**src/rtl/spc_ctl.sv**
```systemverilog
// SPC return-stack controller: request capture, strobe timing, depth/err tracking.
// Optional SPC_GUARD_EN suppresses SPC access on overflowing push / underflowing pop.
module spc_ctl #(
  parameter int DEPTH = 32
) (
  input  logic        clk,
  input  logic        reset_n,
  input  logic        state_alu,
  input  logic        state_write,
  input  logic        state_fetch,
  input  logic        req_push,
  input  logic        req_pop,
  input  logic        src_m,
  input  logic [13:0] ret_pc,
  input  logic [18:0] mdata,
  input  logic [18:0] spco,
  input  logic        clear_err,
  output logic [18:0] spcw,
  output logic        spcnt,
  output logic        spush,
  output logic        srp,
  output logic        swp,
  output logic [18:0] spcl,
  output logic [5:0]  depth,
  output logic        ovf,
  output logic        unf
);

  localparam logic [1:0] S_IDLE   = 2'd0;
  localparam logic [1:0] S_ARMED  = 2'd1;
  localparam logic [1:0] S_ACCESS = 2'd2;
  localparam logic [1:0] S_UPDATE = 2'd3;
  localparam logic [5:0] FULL     = 6'(DEPTH);

  logic [1:0] state;
  logic       op_push;
  logic       blocked;
  logic       active;
  logic       accept;
  logic       fetch_done;
  logic       set_ovf;
  logic       set_unf;

  always_comb begin
`ifdef SPC_GUARD_EN
    blocked = op_push ? (depth == FULL) : (depth == 6'd0);
`else
    blocked = 1'b0;
`endif
  end

  assign active     = ((state == S_ARMED) || (state == S_ACCESS)) && !blocked;
  assign spcnt      = active;
  assign spush      = active && op_push;
  assign swp        = (state == S_ARMED) && state_write && op_push && !blocked;
  assign srp        = (state == S_ARMED) && state_write && !op_push && !blocked;
  // UPDATE overlaps the next machine cycle's ALU slot, so it accepts too
  assign accept     = state_alu && (req_push || req_pop) &&
                      ((state == S_IDLE) || (state == S_UPDATE));
  assign fetch_done = (state == S_ACCESS) && state_fetch;
  assign set_ovf    = fetch_done && op_push && (depth == FULL);
  assign set_unf    = fetch_done && !op_push && (depth == 6'd0);

  always_ff @(posedge clk) begin
    if (!reset_n) begin
      state   <= S_IDLE;
      op_push <= 1'b0;
      spcw    <= '0;
      spcl    <= '0;
      depth   <= '0;
      ovf     <= 1'b0;
      unf     <= 1'b0;
    end else begin
      unique case (state)
        S_IDLE, S_UPDATE: begin
          if (accept) begin
            state   <= S_ARMED;
            op_push <= req_push;
            spcw    <= src_m ? mdata : {5'b0, ret_pc};
          end else begin
            state <= S_IDLE;
          end
        end
        S_ARMED: begin
          if (state_fetch)      state <= S_IDLE;
          else if (state_write) state <= S_ACCESS;
        end
        S_ACCESS: begin
          if (state_fetch) state <= S_UPDATE;
        end
        default: state <= S_IDLE;
      endcase

      if (fetch_done) begin
        if (op_push) begin
          if (depth != FULL) depth <= depth + 6'd1;
        end else begin
          if (depth != 6'd0) depth <= depth - 6'd1;
          if (!blocked) spcl <= spco;
        end
      end

      ovf <= (ovf && !clear_err) || set_ovf;
      unf <= (unf && !clear_err) || set_unf;
    end
  end

endmodule

```
**config.mk**
```make
export PLATFORM = sky130hd
export DESIGN_NAME = spc_ctl
export DESIGN_NICKNAME = d
export VERILOG_FILES = /design/src/rtl/spc_ctl.sv
export SDC_FILE = /design/constraint.sdc
export NUM_CORES = 1
export LEC_CHECK = 0
export ABC_CLOCK_PERIOD_IN_PS = 2900
export BUFFER_PORTS_ARGS = -buffer_cell sky130_fd_sc_hd__clkbuf_2
export CAP_MARGIN = 20
export CORE_ASPECT_RATIO = 0.5
export CORE_UTILIZATION = 46
export DETAILED_ROUTE_END_ITERATION = 8
export PLACE_DENSITY = 0.91
export SLEW_MARGIN = 20
export SYNTH_ARGS = -nofsm -noshare
export SYNTH_HDL_FRONTEND = slang
export SYNTH_SLANG_ARGS = --single-unit
```
**constraint.sdc**
```tcl
create_clock -name clk -period 2.9 [get_ports clk]
set_clock_uncertainty 0.2 [all_clocks]
set_input_delay 0.29 -clock clk [delete_from_list [all_inputs] [get_ports clk]]
set_output_delay 0.29 -clock clk [all_outputs]
set_load 0.1 [all_outputs]
```
==> reports/metrics.cfg, run 1 <==
[worst_setup_path]
critPathLaunchType = flop
crit_path_cell_trace = inv_1 > ha_1 > and3_1 > a2111oi_0 > or3_2 > nand4_1 > and3_1
critical_path_class = flop to flop
critical_path.max_stage_delay_ns = 0.49
rr_endpoint = depth[5]$_SDFFE_PN0P_
dominant_cell_type_by_count_on_the_critical_path = sky130_fd_sc_hd__and3_1
worstSetupEndpointType = flop
worstPathBufferInverterCount = 1
crit-reg2reg-launch = op_push$_SDFFE_PN0P_
crit_fanout = 9
timing.critical_path.slowest_stage_cell = sky130_fd_sc_hd__dfxtp_1
crit_arrival_ns = 2.59
worst_ep_required_time_ns = 2.88
cpLargestDelayFamily = simple AND/OR/NAND/NOR gates
worst-r2r-setup-slack_ns = 0.29
cell_count_of_the_worst_reg_to_reg_path = 7

[hold_path]
hold_path_startpoint = spco[7]
whs_path_depth = 3
hold_class = input pin to flop
timing.hold.worst_endpoint = spcl[7]$_SDFFE_PN0P_

[power]
net-switching-power_uw = 593
cellPowerDensity_mw_per_mm2 = 532
clock_power_share = 0.232
power.combinational.fraction = 0.304
switching_share = 0.376
p_leak_nw = 1.51
ir_worst_vdd_mv = 0.268
power_frac_seq = 0.464
power_report.internal_total_uw = 982

[sta]
fmaxAchievable_ghz = 0.383
slew_viol_final = 0
finalSetupViolCount = 0
tcrit_tclk_final = 0.900
timing.final.hold_violations = 0
worst_slew_margin_rel = 0.453
hold_ws_ns = 0.0308
worst_slew_pin_slew_ns = 0.820
layout_min_cycle_time_ns = 2.61
totalNegativeSetupSlack_ns = 0
rsz0062_at_grt = false

[finish]
area_growth_pct = 28.2
final_cell_mix = sky130_fd_sc_hd__clkbuf_2 (110), sky130_fd_sc_hd__nand2_1 (63), sky130_fd_sc_hd__dfxtp_1 (49), sky130_fd_sc_hd__a21boi_0 (24), sky130_fd_sc_hd__mux2i_1 (16)
final-instance-count-excl-fill = 429
final_nets = 432
num_antenna_cells = 0
fin_area_mm2 = 0.00296
core_occupancy_in_the_finished_layout = 0.642
layout_commonest_cell = sky130_fd_sc_hd__clkbuf_2
n_fill_cell = 403
post_route_cells_drive_above_1_share = 0.336

[grt]
global_route.usage.total = 0.210
grt_pass1_wl_um = 8720
first_global_vias = 2105
grt_start_max_net_pins = 50
grt.overflow.total = 0
number_of_antenna_violations_at_the_first_check_in_global_routing = 0

[yosys]
yosys.area.top_type_share = 0.425
dominant_register_cell_in_the_synthesized_netlist = sky130_fd_sc_hd__dfxtp_1
postSynthRegisterBits = 49
synth-edff-count = 0
yosysWarningCount = 0
postSynthNetCount = 329
synth.cell_area_mm2 = 0.00231
yosysSeqAreaShare = 0.425
area_leader_netlist = sky130_fd_sc_hd__dfxtp_1
postSynthCellCount = 261
post_synth_main_area_contributors = sky130_fd_sc_hd__dfxtp_1 (42%), sky130_fd_sc_hd__nand2_1 (10%), sky130_fd_sc_hd__a21boi_0 (7.8%)
postSynthAreaPerCell_um2 = 8.85
synthArstFlopShare = 0
synth.distinct_cells = 38

[clock_tree]
cts_tree = built
cts_max_level = 2
cts_made_buffers = 5
worst_skew_pair.late_latency_ns = 0.29
cts.hold.buffers_added = 0
path_clk_slew_ns = 0.08
clk_sinks = 49
buffers_inserted_by_post_cts_timing_repair = 0
postCtsResizedCells = 0
cts_max_path_buffers = 2
clk_root_buffer_cell = sky130_fd_sc_hd__clkbuf_8

[routing]
drt-pass1-iter-count = 4
route.detailed.vias_per_inst = 5.21
num_vias = 2237
drt_iter0_drc = 77
drtAntennaViolNets = 0
drt-total-wl_um = 5520
wl_met3_um = 255
post_drt_wl_per_cell_um = 12.9
drt-met1-wl_um = 2270
detail_route.drc_violations = 0
top_layer_used = met4
routed-wl-met2_um = 2920

[place]
place_inst = 423
dp.final_hpwl_um = 4150
placement.cell_area_mm2 = 0.00289
gp_congestion = 0.915
io_buffer_count = 110

[floorplan]
die_area_mm2 = 0.00533
initial_core_utilization = 0.500
floorplan.die.height_um = 52.1
floorplan.core_area_mm2 = 0.00462
die_width_um = 102
ios = 111
rows = 17

[outcome]
result_of_the_run = finished, final reports clean

[run]
drv_cap = 0

[sequential cells by signal, summed over array words and instances, names as in the netlist]
| name | count |
|---|---|
| ovf | 1 |
| spcw | 19 |
| op_push | 1 |
| depth | 6 |
| unf | 1 |
| spcl | 19 |
| state | 2 |
[per-layer routing]
layer  global-route usage  vias up
met5                    0        -
met4               0.0738        0
met3               0.0511       10
met2                0.432       71
met1                0.206     1043
li1                     -     1113
[cells by family (layout without fill, tap and decap cells)]
kind of cell / after synthesis / count (layout) / share of synthesized area
and+or+nand+nor: 97 / 97 / 0.187
AOI/OAI and AO/OA: 65 / 65 / 0.224
DFF: 49 / 49 / 0.425
buffers and inverters: 24 / 126 / 0.0417
muxes: 16 / 16 / 0.0693
adders and majority gates: 7 / 7 / 0.0412
xor gates and xnor gates: 3 / 3 / 0.0114
[Yosys cell counts, types with 2 or more instances]
cell type / n
sky130_fd_sc_hd__a21boi_0: 24
sky130_fd_sc_hd__inv_1: 9
sky130_fd_sc_hd__a31oi_1: 2
sky130_fd_sc_hd__o21a_1: 2
sky130_fd_sc_hd__and3_1: 5
sky130_fd_sc_hd__nand3_1: 6
sky130_fd_sc_hd__ha_1: 6
sky130_fd_sc_hd__nor2b_1: 4
sky130_fd_sc_hd__o211a_1: 15
sky130_fd_sc_hd__buf_2: 5
sky130_fd_sc_hd__nand2_1: 63
sky130_fd_sc_hd__nor3_1: 3
sky130_fd_sc_hd__xnor2_1: 3
sky130_fd_sc_hd__clkbuf_1: 10
sky130_fd_sc_hd__o32ai_1: 2
sky130_fd_sc_hd__and2_1: 7
sky130_fd_sc_hd__mux2i_1: 16
sky130_fd_sc_hd__o21ai_0: 6
sky130_fd_sc_hd__dfxtp_1: 49
sky130_fd_sc_hd__nor2_1: 3
sky130_fd_sc_hd__a211oi_1: 2
sky130_fd_sc_hd__o31ai_1: 3
[worst max path at each step]
stage | start | to | slack (ns) | cells after the start
after global placement | op_push$_SDFFE_PN0P_ | depth[5]$_SDFFE_PN0P_ | 0.49 | 7
final | op_push$_SDFFE_PN0P_ | depth[5]$_SDFFE_PN0P_ | 0.29 | 7
after detailed placement | op_push$_SDFFE_PN0P_ | depth[5]$_SDFFE_PN0P_ | 0.34 | 7
after global routing | op_push$_SDFFE_PN0P_ | depth[5]$_SDFFE_PN0P_ | 0.04 | 7
after CTS | op_push$_SDFFE_PN0P_ | depth[5]$_SDFFE_PN0P_ | 0.31 | 7
after floorplan | depth[4]$_SDFFE_PN0P_ | depth[5]$_SDFFE_PN0P_ | 0.20 | 6
[power groups by stage]
stage                     Sequential (mW)  Combinational (mW)  Clock (mW)
after CTS                           0.730               0.481       0.384
after detailed placement            0.746               0.479           0
final                               0.730               0.479       0.365
after floorplan                     0.963               0.158           0
after global placement              0.743               0.467           0
after global routing                0.735               0.505       0.407
[area by class of cell]
type | count | area [um2] | share of cell area
flip-flops and latches | 49 | 981 | 0.331
repair buffers | 111 | 558 | 0.188
multi-input cells | 188 | 1230 | 0.416
clock inverters | 1 | 5.00 | 0.00169
inverters | 9 | 33.8 | 0.0114
well taps | 66 | 82.6 | 0.0279
clock buffers | 5 | 68.8 | 0.0232
[stage by stage]
stage,total power [mW],setup slack [ns]
4_1_cts,1.59,0.312
5_1_grt,1.65,0.0397
3_5_place_dp,1.23,0.337
3_3_place_gp,1.21,0.489
6_report,1.57,0.291
2_1_floorplan,1.12,0.200
[worst reg2reg max path, delay by kind of cell (launching register included)]
kind	cells	cell delay, ns
compound gates	1	0.48
fa+ha+maj	1	0.41
buf+inv	1	0.23
flops	1	0.49
simple gates	4	0.68
Power figures use the tool's default switching activity.
==> run 2: changes to the inputs <==
--- a/config.mk
+++ b/config.mk
@@ -8,7 +8,6 @@
 export ABC_CLOCK_PERIOD_IN_PS = 2900
 export BUFFER_PORTS_ARGS = -buffer_cell sky130_fd_sc_hd__clkbuf_2
 export CAP_MARGIN = 20
-export CORE_ASPECT_RATIO = 0.5
 export CORE_UTILIZATION = 46
 export DETAILED_ROUTE_END_ITERATION = 8
 export PLACE_DENSITY = 0.91
==> constraint.sdc (replaced) <==
create_clock -name clk -period 2.9 [get_ports clk]
set_clock_uncertainty 0.2 [all_clocks]
set_input_delay 0.58 -clock clk [delete_from_list [all_inputs] [get_ports clk]]
set_output_delay 0.58 -clock clk [all_outputs]
set_load 0.1 [all_outputs]
==> run 2 against run 1 <==
Compared with the run above: routed wire length decreased by 3.9%; clock power increased by 38%; sequential power about the same; count of clock-buffer cells in the layout increased by 1; flip-flop and latch count unchanged; worst setup slack improved by 0.067 ns; largest power group unchanged; first-iteration DRC count increased by 36%; critical path type unchanged; core utilization decreased by 1.1 points; cell count increased by 0.93%; sequential share of layout area decreased by 0.60 points.
==> reports/metrics.cfg, run 2 (synthesized netlist as in run 1, its figures left out) <==
[outcome]
result_of_the_run = finished, final reports clean  ; unchanged

[finish]
final_nets = 433  ; was 432
core_occupancy_in_the_finished_layout = 0.630  ; was 0.642
num_antenna_cells = 0  ; unchanged
layout_commonest_cell = sky130_fd_sc_hd__clkbuf_2  ; unchanged
area_taken_by_multi_input_logic_gates_mm2 = 0.00123  ; unchanged
biggestRegsByFlops = spcl x19, spcw x19, depth x6  ; unchanged
final-instance-count-excl-fill = 433  ; was 429
post_route_cells_drive_above_1_share = 0.342  ; was 0.336
area.sequential_um2 = 981  ; unchanged
final_cell_mix = sky130_fd_sc_hd__clkbuf_2 (110), sky130_fd_sc_hd__nand2_1 (63), sky130_fd_sc_hd__dfxtp_1 (49), sky130_fd_sc_hd__a21boi_0 (24), sky130_fd_sc_hd__mux2i_1 (16)  ; unchanged
fin_area_mm2 = 0.00302  ; was 0.00296 mm2
area_growth_pct = 30.6  ; was 28.2%
n_fill_cell = 418  ; was 403

[floorplan]
die_width_um = 72.9  ; was 102 um
floorplan.die.height_um = 72.9  ; was 52.1 um
die_area_mm2 = 0.00531  ; was 0.00533 mm2
floorplan.core_area_mm2 = 0.00479  ; was 0.00462 mm2
initial_core_utilization = 0.483  ; was 0.500
ios = 111  ; unchanged
rows = 25  ; was 17

[routing]
post_drt_wl_per_cell_um = 12.3  ; was 12.9 um
drt_iter0_drc = 105  ; was 77
drt-total-wl_um = 5310  ; was 5520 um
num_vias = 2190  ; was 2237
drt-pass1-iter-count = 4  ; unchanged
detail_route.drc_violations = 0  ; unchanged
route.detailed.vias_per_inst = 5.06  ; was 5.21
drtAntennaViolNets = 0  ; unchanged

[worst_setup_path]
crit_arrival_ns = 2.53  ; was 2.59 ns
worst-r2r-setup-slack_ns = 0.36  ; was 0.29 ns
cpLargestDelayFamily = simple AND/OR/NAND/NOR gates  ; unchanged
worst_ep_required_time_ns = 2.89  ; was 2.88 ns
crit_fanout = 9  ; unchanged
cell_count_of_the_worst_reg_to_reg_path = 7  ; unchanged
critical_path.max_stage_delay_ns = 0.49  ; about the same
dominant_cell_type_by_count_on_the_critical_path = sky130_fd_sc_hd__and3_1  ; unchanged
worstPathBufferInverterCount = 1  ; unchanged
critical_path_class = flop to flop  ; unchanged
worstSetupEndpointType = flop  ; unchanged
crit_path_cell_trace = inv_1 > ha_1 > and3_1 > a2111oi_0 > or3_2 > nand4_1 > and3_1  ; unchanged
worst-path-stages = 7  ; unchanged
timing.critical_path.slowest_stage_cell = sky130_fd_sc_hd__dfxtp_1  ; unchanged
critPathLaunchType = flop  ; unchanged

[power]
clock_power_share = 0.294  ; was 0.232
power_frac_seq = 0.427  ; was 0.464
switching_share = 0.354  ; was 0.376
ir_worst_vdd_mv = 0.368  ; was 0.268 mV
power.combinational.fraction = 0.279  ; was 0.304
cellPowerDensity_mw_per_mm2 = 566  ; was 532 mW/mm2
power_report.internal_total_mw = 1.10  ; was 982 uW
net-switching-power_uw = 605  ; was 593 uW
p_leak_nw = 1.53  ; was 1.51 nW

[grt]
grt_pass1_wl_um = 8110  ; was 8720 um
first_global_vias = 1891  ; was 2105
global_route.usage.total = 0.197  ; was 0.210
grt_start_max_net_pins = 50  ; unchanged
grt.overflow.total = 0  ; unchanged
number_of_antenna_violations_at_the_first_check_in_global_routing = 0  ; unchanged

[clock_tree]
clk_sinks = 49  ; unchanged
buffers_inserted_by_post_cts_timing_repair = 0  ; unchanged
cts.hold.buffers_added = 0  ; unchanged
cts_max_level = 2  ; unchanged
postCtsResizedCells = 0  ; unchanged
cts_tree = built  ; unchanged
path_clk_slew_ns = 0.09  ; was 0.08 ns
clk_root_buffer_cell = sky130_fd_sc_hd__clkbuf_8  ; unchanged
cts_max_path_buffers = 2  ; unchanged
worst_skew_pair.late_latency_ns = 0.29  ; about the same
cts_made_buffers = 5  ; unchanged

[place]
placement.cell_area_mm2 = 0.00290  ; was 0.00289 mm2
dp.final_hpwl_um = 3930  ; was 4150 um
gp_congestion = 0.835  ; was 0.915
place_inst = 425  ; was 423
io_buffer_count = 110  ; unchanged

[sta]
tcrit_tclk_final = 0.877  ; was 0.900
rsz0062_at_grt = false  ; unchanged
layout_min_cycle_time_ns = 2.54  ; was 2.61 ns
worst_slew_pin_slew_ns = 0.805  ; was 0.820 ns
timing.final.hold_violations = 0  ; unchanged
finalSetupViolCount = 0  ; unchanged
fmaxAchievable_ghz = 0.393  ; was 0.383 GHz
worst_slew_margin_rel = 0.464  ; was 0.453
slew_viol_final = 0  ; unchanged
totalNegativeSetupSlack_ns = 0  ; unchanged
hold_ws_ns = 0.273  ; was 0.0308 ns

[run]
drv_cap = 0  ; unchanged

[hold_path]
hold_class = flop to flop  ; was input pin to flop
whs_path_depth = 2  ; was 3

[run 2: cell count changes in the layout (fill, tap and decap cells not counted)]
cell / change
sky130_fd_sc_hd__buf_4: +1
sky130_fd_sc_hd__bufinv_16: +1
sky130_fd_sc_hd__clkinv_2: -1
sky130_fd_sc_hd__clkinvlp_4: +1
sky130_fd_sc_hd__clkbuf_8: +1
[run 2: power by group through the flow]
stage / combinational [mW] / sequential (mW) / clock [mW]
2_1_floorplan: 0.158 / 0.963 / 0
3_3_place_gp: 0.471 / 0.743 / 0
3_5_place_dp: 0.478 / 0.745 / 0
4_1_cts: 0.479 / 0.730 / 0.519
5_1_grt: 0.504 / 0.735 / 0.541
6_report: 0.477 / 0.729 / 0.502
[run 2: final cells by class]
class / count / share of cell area
flip-flops and latches: 49 / 0.325
repair buffers: 112 / 0.187
multi-input cells: 188 / 0.409
clock inverters: 2 / 0.0124
well taps: 67 / 0.0278
inverters: 9 / 0.0112
clock buffers: 6 / 0.0274
[run 2: tightest hold or removal path, stage by stage (launching register included)]
cell and delay (ns):
sky130_fd_sc_hd__dfxtp_1 0.32, sky130_fd_sc_hd__nand2_1 0.05, sky130_fd_sc_hd__a21boi_0 0.06
[run 2: final timing paths]
kind	from	end
min reg2reg	spcl[9]$_SDFFE_PN0P_	spcl[9]$_SDFFE_PN0P_
max	op_push$_SDFFE_PN0P_	depth[5]$_SDFFE_PN0P_
max reg2reg	op_push$_SDFFE_PN0P_	depth[5]$_SDFFE_PN0P_
min	spcl[9]$_SDFFE_PN0P_	spcl[9]$_SDFFE_PN0P_
[run 2: routing by layer]
layer  global-route usage  wire length [um]  share of wire  up-vias
li1                     -                 -              -     1116
met1                0.232              2230           0.42      997
met2                0.341              2690           0.51       70
met3               0.0387               289          0.054        7
met4               0.0959                95          0.018        0
met5                    0                 0              0        -
[run 2: through the flow]
step	total power, mW	setup slack [ns]
2_1_floorplan	1.12	0.133
3_3_place_gp	1.21	0.469
3_5_place_dp	1.22	0.402
4_1_cts	1.73	0.379
5_1_grt	1.78	0.203
6_report	1.71	0.358
==> run 3: changes to the inputs <==
--- a/config.mk
+++ b/config.mk
@@ -11,6 +11,7 @@
 export CORE_UTILIZATION = 46
 export DETAILED_ROUTE_END_ITERATION = 8
 export PLACE_DENSITY = 0.91
+export RECOVER_POWER = 50
 export SLEW_MARGIN = 20
 export SYNTH_ARGS = -nofsm -noshare
 export SYNTH_HDL_FRONTEND = slang
==> run 3 against run 2 <==
Compared with the run above: die area did not move; cell count is the same; via count rose by 0.27%; critical endpoint unchanged; worst setup slack better by 0.0034 ns; largest power group unchanged.
==> reports/metrics.cfg, run 3 (synthesized netlist as in run 1, its figures left out) <==
[hold_path]
timing.hold.worst_endpoint = spcl[15]$_SDFFE_PN0P_  ; was spcl[9]$_SDFFE_PN0P_
hold_class = flop to flop  ; unchanged
hold_path_startpoint = spcl[15]$_SDFFE_PN0P_  ; was spcl[9]$_SDFFE_PN0P_
whs_path_depth = 2  ; unchanged

[sta]
slew_viol_final = 0  ; unchanged
worst_slew_pin_slew_ns = 1.20  ; was 0.805 ns
tcrit_tclk_final = 0.876  ; was 0.877
fmaxAchievable_ghz = 0.394  ; was 0.393 GHz
worst_slew_margin_rel = 0.201  ; was 0.464
layout_min_cycle_time_ns = 2.54  ; about the same
rsz0062_at_grt = false  ; unchanged
totalNegativeSetupSlack_ns = 0  ; unchanged
timing.final.hold_violations = 0  ; unchanged
finalSetupViolCount = 0  ; unchanged

[routing]
drt-pass1-iter-count = 4  ; unchanged
post_drt_wl_per_cell_um = 12.3  ; about the same
drtAntennaViolNets = 0  ; unchanged
detail_route.drc_violations = 0  ; unchanged
num_vias = 2196  ; was 2190
drt-total-wl_um = 5330  ; was 5310 um
drt_iter0_drc = 132  ; was 105
route.detailed.vias_per_inst = 5.07  ; was 5.06

[clock_tree]
buffers_inserted_by_post_cts_timing_repair = 0  ; unchanged
cts_tree = built  ; unchanged
clk_sinks = 49  ; unchanged
path_clk_slew_ns = 0.09  ; about the same
cts_max_path_buffers = 2  ; unchanged
worst_skew_pair.late_latency_ns = 0.29  ; about the same
cts_max_level = 2  ; unchanged
clk_root_buffer_cell = sky130_fd_sc_hd__clkbuf_8  ; unchanged
cts_made_buffers = 5  ; unchanged
cts.hold.buffers_added = 0  ; unchanged
postCtsResizedCells = 0  ; unchanged

[worst_setup_path]
timing.critical_path.slowest_stage_cell = sky130_fd_sc_hd__dfxtp_1  ; unchanged
worstPathBufferInverterCount = 1  ; unchanged
crit_arrival_ns = 2.53  ; about the same
critical_path.max_stage_delay_ns = 0.49  ; about the same
crit_path_cell_trace = inv_1 > ha_1 > and3_1 > a2111oi_0 > or3_2 > nand4_1 > and3_1  ; unchanged
critPathLaunchType = flop  ; unchanged
rr_endpoint = depth[5]$_SDFFE_PN0P_  ; unchanged
cpLargestDelayFamily = simple AND/OR/NAND/NOR gates  ; unchanged
crit_fanout = 9  ; unchanged
dominant_cell_type_by_count_on_the_critical_path = sky130_fd_sc_hd__and3_1  ; unchanged
crit-reg2reg-launch = op_push$_SDFFE_PN0P_  ; unchanged
cell_count_of_the_worst_reg_to_reg_path = 7  ; unchanged
worst-r2r-setup-slack_ns = 0.36  ; about the same
worst_ep_required_time_ns = 2.89  ; about the same
critical_path_class = flop to flop  ; unchanged
worstSetupEndpointType = flop  ; unchanged

[finish]
biggestRegsByFlops = spcl x19, spcw x19, depth x6  ; unchanged
layout_commonest_cell = sky130_fd_sc_hd__clkbuf_2  ; unchanged
area_taken_by_multi_input_logic_gates_mm2 = 0.00123  ; about the same
final_nets = 433  ; unchanged
area.sequential_um2 = 981  ; unchanged
core_occupancy_in_the_finished_layout = 0.619  ; was 0.630
final_cell_mix = sky130_fd_sc_hd__clkbuf_2 (76), sky130_fd_sc_hd__nand2_1 (64), sky130_fd_sc_hd__dfxtp_1 (49), sky130_fd_sc_hd__clkbuf_1 (36), sky130_fd_sc_hd__a21boi_0 (24)  ; was sky130_fd_sc_hd__clkbuf_2 (110), sky130_fd_sc_hd__nand2_1 (63), sky130_fd_sc_hd__dfxtp_1 (49), sky130_fd_sc_hd__a21boi_0 (24), sky130_fd_sc_hd__mux2i_1 (16)
area_growth_pct = 28.3  ; was 30.6%
n_fill_cell = 448  ; was 418
num_antenna_cells = 0  ; unchanged
post_route_cells_drive_above_1_share = 0.238  ; was 0.342

[grt]
grt_util_met3 = 0.0387  ; unchanged
grt_util_met1 = 0.232  ; unchanged
grt_pass1_wl_um = 8110  ; unchanged
grt_start_max_net_pins = 50  ; unchanged
first_global_vias = 1891  ; unchanged
global_route.usage.total = 0.197  ; unchanged
grt.overflow.total = 0  ; unchanged
global_route.usage.met2 = 0.341  ; unchanged
gr-max-usage-layer = met2  ; unchanged
number_of_antenna_violations_at_the_first_check_in_global_routing = 0  ; unchanged

[floorplan]
rows = 25  ; unchanged
initial_core_utilization = 0.483  ; unchanged
die_area_mm2 = 0.00531  ; unchanged
ios = 111  ; unchanged
die_width_um = 72.9  ; unchanged
floorplan.die.height_um = 72.9  ; unchanged
floorplan.core_area_mm2 = 0.00479  ; unchanged

[place]
io_buffer_count = 110  ; unchanged
dp.final_hpwl_um = 3930  ; unchanged
gp_congestion = 0.835  ; unchanged

[power]
ir_worst_vdd_mv = 0.372  ; was 0.368 mV
cellPowerDensity_mw_per_mm2 = 574  ; was 566 mW/mm2
p_leak_nw = 1.41  ; was 1.53 nW

[outcome]
result_of_the_run = finished, final reports clean  ; unchanged

[run]
drv_cap = 0  ; unchanged

==> run 3: layout make-up <==
class	count	share of cell area
multi-input combinational	188	0.415
sequential	49	0.331
timing repair buffer	112	0.174
tap	67	0.0283
clock buffer	6	0.0279
clock inverter	2	0.0127
inverter	9	0.0114
==> run 3: power breakdown <==
part	total (mW)	switching, mW	leakage, nW	internal (mW)
Combinational	0.470	0.360	0.950	0.110
Clock	0.502	0.222	0.0574	0.280
Sequential	0.730	0.0231	0.399	0.707
==> run 3: how the worst max path moves through the flow <==
stage,start,to,cells past startpoint
6_report,op_push$_SDFFE_PN0P_,depth[5]$_SDFFE_PN0P_,7
3_3_place_gp,op_push$_SDFFE_PN0P_,depth[5]$_SDFFE_PN0P_,7
4_1_cts,op_push$_SDFFE_PN0P_,depth[5]$_SDFFE_PN0P_,7
5_1_grt,op_push$_SDFFE_PN0P_,depth[5]$_SDFFE_PN0P_,7
3_5_place_dp,op_push$_SDFFE_PN0P_,depth[5]$_SDFFE_PN0P_,7
2_1_floorplan,state[0]$_SDFFE_PN0P_,spush,3
==> run 3: tightest hold or removal path, delay by kind of cell, from the launching register on <==
family / cells / cell delay [ns]
flops: 1 / 0.32
compound gates: 1 / 0.06
simple gates: 1 / 0.05
==> run 3: metrics by stage <==
step                setup slack, ns  hold slack (ns)  area [um2]  power, mW  std cells
floorplan                     0.133            0.262        2310       1.12        261
global placement              0.469            0.254        2900       1.21        425
detailed placement            0.402            0.261        2900       1.22        425
CTS                           0.379            0.273        3020       1.73        433
global route                  0.203            0.292        2960       1.77        433
finish                        0.361            0.273        2960       1.70        433
==> run 3: routing by layer <==
| metal | vias to the layer above | share of wire |
|---|---|---|
| met3 | 9 | 0.055 |
| met2 | 78 | 0.51 |
| met1 | 994 | 0.42 |
| met4 | 0 | 0.020 |
| met5 | - | 0 |
| li1 | 1115 | - |
